`config.mk`:
```
export PLATFORM = sky130hd
export DESIGN_NAME = register_file_reader
export DESIGN_NICKNAME = d
export VERILOG_FILES = /design/src/rtl/register_file_reader.sv
export SDC_FILE = /design/constraint.sdc
export NUM_CORES = 1
export LEC_CHECK = 0
export ABC_AREA = 1
export ABC_CLOCK_PERIOD_IN_PS = 3200
export BUFFER_PORTS_ARGS = -buffer_cell sky130_fd_sc_hd__buf_2
export CAP_MARGIN = 10
export CORE_AREA = 2 2 53 55
export DETAILED_ROUTE_END_ITERATION = 10
export DIE_AREA = 0 0 55 57
export PLACE_DENSITY = 0.87
export SYNTH_ARGS = -nofsm -noshare
export SYNTH_HDL_FRONTEND = slang
export SYNTH_SLANG_ARGS = --single-unit
export TNS_END_PERCENT = 50
```
`constraint.sdc`:
```
create_clock -name clk -period 3.2 [get_ports clk]
set_input_delay 0.48 -clock clk [delete_from_list [all_inputs] [get_ports clk]]
set_output_delay 0.48 -clock clk [all_outputs]
set_load 0.03 [all_outputs]
```
`src/rtl/register_file_reader.sv`:
```
// ============================================================================
//  Module      : register_file_reader
//  Description : Sweeps a wrapping address range on one register-file read
//                port and streams each word out on a valid/ready interface.
//  Revision    : 1.0 - initial release
// ============================================================================
`default_nettype none

module register_file_reader #(
  parameter int WORD_LEN = 8,
  parameter int ADDR_LEN = 4
) (
  input  logic                clk,
  input  logic                rst_n,
  input  logic                start,
  input  logic                abort,
  input  logic [ADDR_LEN-1:0] base_addr,
  input  logic [ADDR_LEN:0]   count,
  output logic [ADDR_LEN-1:0] read_addr,
  input  logic [WORD_LEN-1:0] read_data,
  output logic [WORD_LEN-1:0] out_data,
  output logic                out_valid,
  input  logic                out_ready,
  output logic                out_last,
  output logic                busy,
  output logic                done
);

  typedef enum logic [1:0] {
    S_IDLE = 2'd0,
    S_LOAD = 2'd1,
    S_SEND = 2'd2
  } state_t;

  localparam logic [ADDR_LEN:0] c_rem_one = {{ADDR_LEN{1'b0}}, 1'b1};

  state_t              r_state;
  logic [ADDR_LEN-1:0] r_addr;
  logic [ADDR_LEN:0]   r_remaining;
  logic [WORD_LEN-1:0] r_out_data;
  logic                r_out_valid;
  logic                r_out_last;
  logic                r_busy;
  logic                r_done;

  logic [ADDR_LEN-1:0] w_addr_next;
  logic                w_transfer;

  // Address register wraps naturally at 2**ADDR_LEN.
  assign w_addr_next = r_addr + 1'b1;
  assign w_transfer  = r_out_valid & out_ready;

  always_ff @(posedge clk) begin
    if (!rst_n) begin
      r_state     <= S_IDLE;
      r_addr      <= '0;
      r_remaining <= '0;
      r_out_data  <= '0;
      r_out_valid <= 1'b0;
      r_out_last  <= 1'b0;
      r_busy      <= 1'b0;
      r_done      <= 1'b0;
    end else begin
      r_done <= 1'b0;
      case (r_state)
        S_IDLE: begin
          if (start) begin
            if (count != '0) begin
              r_addr      <= base_addr;
              r_remaining <= count;
              r_busy      <= 1'b1;
              r_state     <= S_LOAD;
            end else begin
              r_done <= 1'b1;
            end
          end
        end
        S_LOAD: begin
          if (abort) begin
            r_out_valid <= 1'b0;
            r_out_last  <= 1'b0;
            r_busy      <= 1'b0;
            r_state     <= S_IDLE;
          end else begin
            r_out_data  <= read_data;
            r_out_last  <= (r_remaining == c_rem_one);
            r_out_valid <= 1'b1;
            r_addr      <= w_addr_next;
            r_remaining <= r_remaining - 1'b1;
            r_state     <= S_SEND;
          end
        end
        S_SEND: begin
          // Abort beats a same-cycle transfer: the presented word is dropped.
          if (abort) begin
            r_out_valid <= 1'b0;
            r_out_last  <= 1'b0;
            r_busy      <= 1'b0;
            r_state     <= S_IDLE;
          end else if (w_transfer) begin
            if (r_out_last) begin
              r_out_valid <= 1'b0;
              r_out_last  <= 1'b0;
              r_busy      <= 1'b0;
              r_done      <= 1'b1;
              r_state     <= S_IDLE;
            end else begin
              r_out_data  <= read_data;
              r_out_last  <= (r_remaining == c_rem_one);
              r_addr      <= w_addr_next;
              r_remaining <= r_remaining - 1'b1;
            end
          end
        end
        default: begin
          r_state <= S_IDLE;
        end
      endcase
    end
  end

  assign read_addr = r_addr;
  assign out_data  = r_out_data;
  assign out_valid = r_out_valid;
  assign out_last  = r_out_last;
  assign busy      = r_busy;
  assign done      = r_done;

endmodule

`default_nettype wire
```
==> flow_summary.json <==
{
  "clkPwrFrac": 0.107,
  "initial_core_util": 0.5234,
  "finClkSkew_ns": 0.003952,
  "timing.fmax_mhz": 511.5,
  "reg2reg_slack_ns": 1.24,
  "avgSynthCellArea_um2": 6.878,
  "wl_mm": 2.953,
  "cts_root_buf": "clkbuf_4",
  "peakVddDrop_mv": 0.5817,
  "max-slew-margin-rel": 0.5775,
  "fin_setup_tns_ns": 0,
  "power_switching_uw": 647.2,
  "ctsResizeCount": 0,
  "power_leakage_nw": 0.8220,
  "report.final.slew_viol_count": 0,
  "p_sw_frac": 0.4946,
  "grt_pass1_wl_mm": 4.816,
  "die_area_um2": 3135,
  "htree_num_levels": 1,
  "rsz0062_at_grt": "false",
  "drt-wirelength-per-cell_um": 11.06,
  "path_max_fanout": 19,
  "synth_fp_nets": 228,
  "hp-class": "in -> reg",
  "dp.cells": 263,
  "ctsHoldBuffers": 0,
  "drt-initial-drc-count": 25,
  "stdcell_area_um2": 1599,
  "postCtsSetupBuffers": 0,
  "required_ns": 3.41,
  "drive_gt1_frac": 0.2585,
  "synth_seq_area_share": 0.3364,
  "placed_area_um2": 1573,
  "drc": 0,
  "crit_path_end_kind": "flip-flop",
  "area_growth_syn_to_layout_pct": 16.82,
  "final_nets": 266,
  "numCtsBuffers": 3,
  "path_clk_slew_ns": 0.13,
  "drv_cap": 0,
  "rows": 19,
  "cp_common_cell": "o21ai_1",
  "portBuffers": 37,
  "gp_congestion": 0.8255,
  "synth_edf_count": 0,
  "grtUsageTotal": 0.2049,
  "final_cells": 267,
  "async_flop_share": 0,
  "fillers": 257,
  "ys_warn_count": 0,
  "setup_viol_count_final": 0,
  "fin_util": 0.6115,
  "pin_count": 38,
  "cpLargestDelayFamily": "adder cells",
  "insertion_delay_ns": 0.31,
  "finalCritPeriodShare": 0.6110,
  "die_w_um": 55,
  "cts_sinks": 23,
  "cpMaxStageDelayCell": "ha_1",
  "syn-cell-area_um2": 1369,
  "synth_flop_cell": "dfxtp_1",
  "seqPwrFrac": 0.339,
  "design.core.area_um2": 2615,
  "ant_nets": 0,
  "cp_num_buf_inv": 2,
  "tritoncts": "built",
  "overflow": 0,
  "vias": 1335,
  "worstMarginPinSlew_ns": 0.6338,
  "multi_input_area_um2": 805.8,
  "firstDrtPassIters": 4,
  "cts_max_path_buffers": 2,
  "antenna_found_initial": 0,
  "dp_hpwl_mm": 2.201,
  "path_class": "reg -> reg",
  "status": "complete, no violations",
  "cp-start-kind": "flip-flop",
  "die_y_um": 57,
  "grt_pass1_vias": 1132,
  "synth_seq_cells": 23,
  "slowest_delay_ns": 0.70,
  "diodes": 0,
  "power.density_nw_per_um2": 818.4,
  "synth_cell_types": 23,
  "crit_chain": "inv_1, ha_1, inv_2, a21oi_1, o21ai_1, o21ai_1, nor2_1",
  "p_int_uw": 661.5,
  "via_per_inst": 5.000,
  "syn-instance-count": 199,
  "hold_viol_final": 0,
  "seqCellArea_um2": 460.4,
  "grt_max_degree": 20,
  "worst_ep_arrival_time_ns": 2.16,
  "p_comb_frac": 0.554,
  "fin_crit_ns": 1.955
}
[cell usage in the layout (no fill, tap or decap), types with 2 or more instances in the layout]
| master | n |
|---|---|
| a21oi_1 | 16 |
| buf_2 | 37 |
| clkbuf_4 | 3 |
| dfxtp_1 | 23 |
| ha_1 | 7 |
| inv_1 | 18 |
| inv_2 | 4 |
| nand2_1 | 50 |
| nand2_2 | 5 |
| nand2_4 | 2 |
| nand3_1 | 14 |
| nand3_4 | 2 |
| nand4_1 | 9 |
| nor2_1 | 24 |
| nor2_2 | 3 |
| nor2_4 | 2 |
| o21ai_0 | 6 |
| o21ai_1 | 6 |
[final cells by class]
class | count | area share
multi-input cells | 150 | 0.5039
flip-flops and latches | 23 | 0.2880
inverters | 22 | 0.05164
clock buffers | 4 | 0.01643
well taps | 31 | 0.02426
repair buffers | 37 | 0.1158
[synthesized netlist by cell type (2+ instances only)]
cell type | number | area, um2
nand4_1 | 9 | 56.30
clkbuf_1 | 2 | 7.510
nand2_1 | 50 | 187.7
inv_2 | 4 | 15.01
nor2_2 | 3 | 18.77
nand3_1 | 14 | 70.07
nand2_2 | 5 | 31.28
nor2_1 | 24 | 90.09
nor2_4 | 2 | 22.52
a21oi_1 | 16 | 80.08
inv_1 | 18 | 67.56
nand2_4 | 2 | 22.52
dfxtp_1 | 23 | 460.4
o21ai_0 | 6 | 30.03
ha_1 | 7 | 87.58
o21ai_1 | 6 | 30.03
nand3_4 | 2 | 35.03
[worst register-to-register path, delay by kind of cell (launching register included)]
family | cells | cell delay, ns
fa+ha+maj | 1 | 0.70
compound gates | 3 | 0.39
buf+inv | 2 | 0.32
flops | 1 | 0.40
simple gates | 1 | 0.05
[path summary, 6_finish.rpt]
kind	cells after the start	from	to
worst min register to register	2	out_data[3]	out_data[3]
worst max-delay path	7	r_state[0]	out_last
worst max register to register	7	r_state[0]	out_last
worst min-delay path	3	read_data[2]	out_data[2]
[layer usage]
metal | GRT usage | up-vias | part of all wire
li1 | - | 718 | -
met1 | 0.2982 | 590 | 0.51
met2 | 0.3061 | 22 | 0.44
met3 | 0.02618 | 5 | 0.033
met4 | 0.07666 | 0 | 0.016
met5 | 0 | - | 0
[through the flow]
stage / setup slack, ns / power (mW) / hold WS (ns)
global route: 1.066 / 1.424 / 0.4121
global placement: 1.330 / 1.151 / 0.4485
CTS: 1.229 / 1.308 / 0.4194
detailed placement: 1.256 / 1.169 / 0.4525
finish: 1.245 / 1.309 / 0.4201
floorplan: 1.717 / 1.016 / 0.4590
[kinds of logic (layout without fill, tap and decap cells)]
family	count (synthesis)	after routing	share of synthesized area
simple gates	114	114	0.4168
compound gates	29	29	0.1079
buf+inv	26	63	0.07495
flops	23	23	0.3364
fa+ha+maj	7	7	0.06398
[sequential cells by signal, indices dropped and copies added, names as in the netlist]
register     flops
out_data         8
r_remaining      5
read_addr        4
r_state          2
busy             1
done             1
out_last         1
out_valid        1
[power groups by stage]
stage / registers (mW) / logic, mW / clock network, mW
3_3_place_gp: 0.444 / 0.707 / 0
6_report: 0.443 / 0.725 / 0.141
2_1_floorplan: 0.541 / 0.474 / 0
5_1_grt: 0.457 / 0.812 / 0.155
4_1_cts: 0.441 / 0.727 / 0.141
3_5_place_dp: 0.448 / 0.721 / 0
No activity file was read; power rests on OpenSTA's default activity.
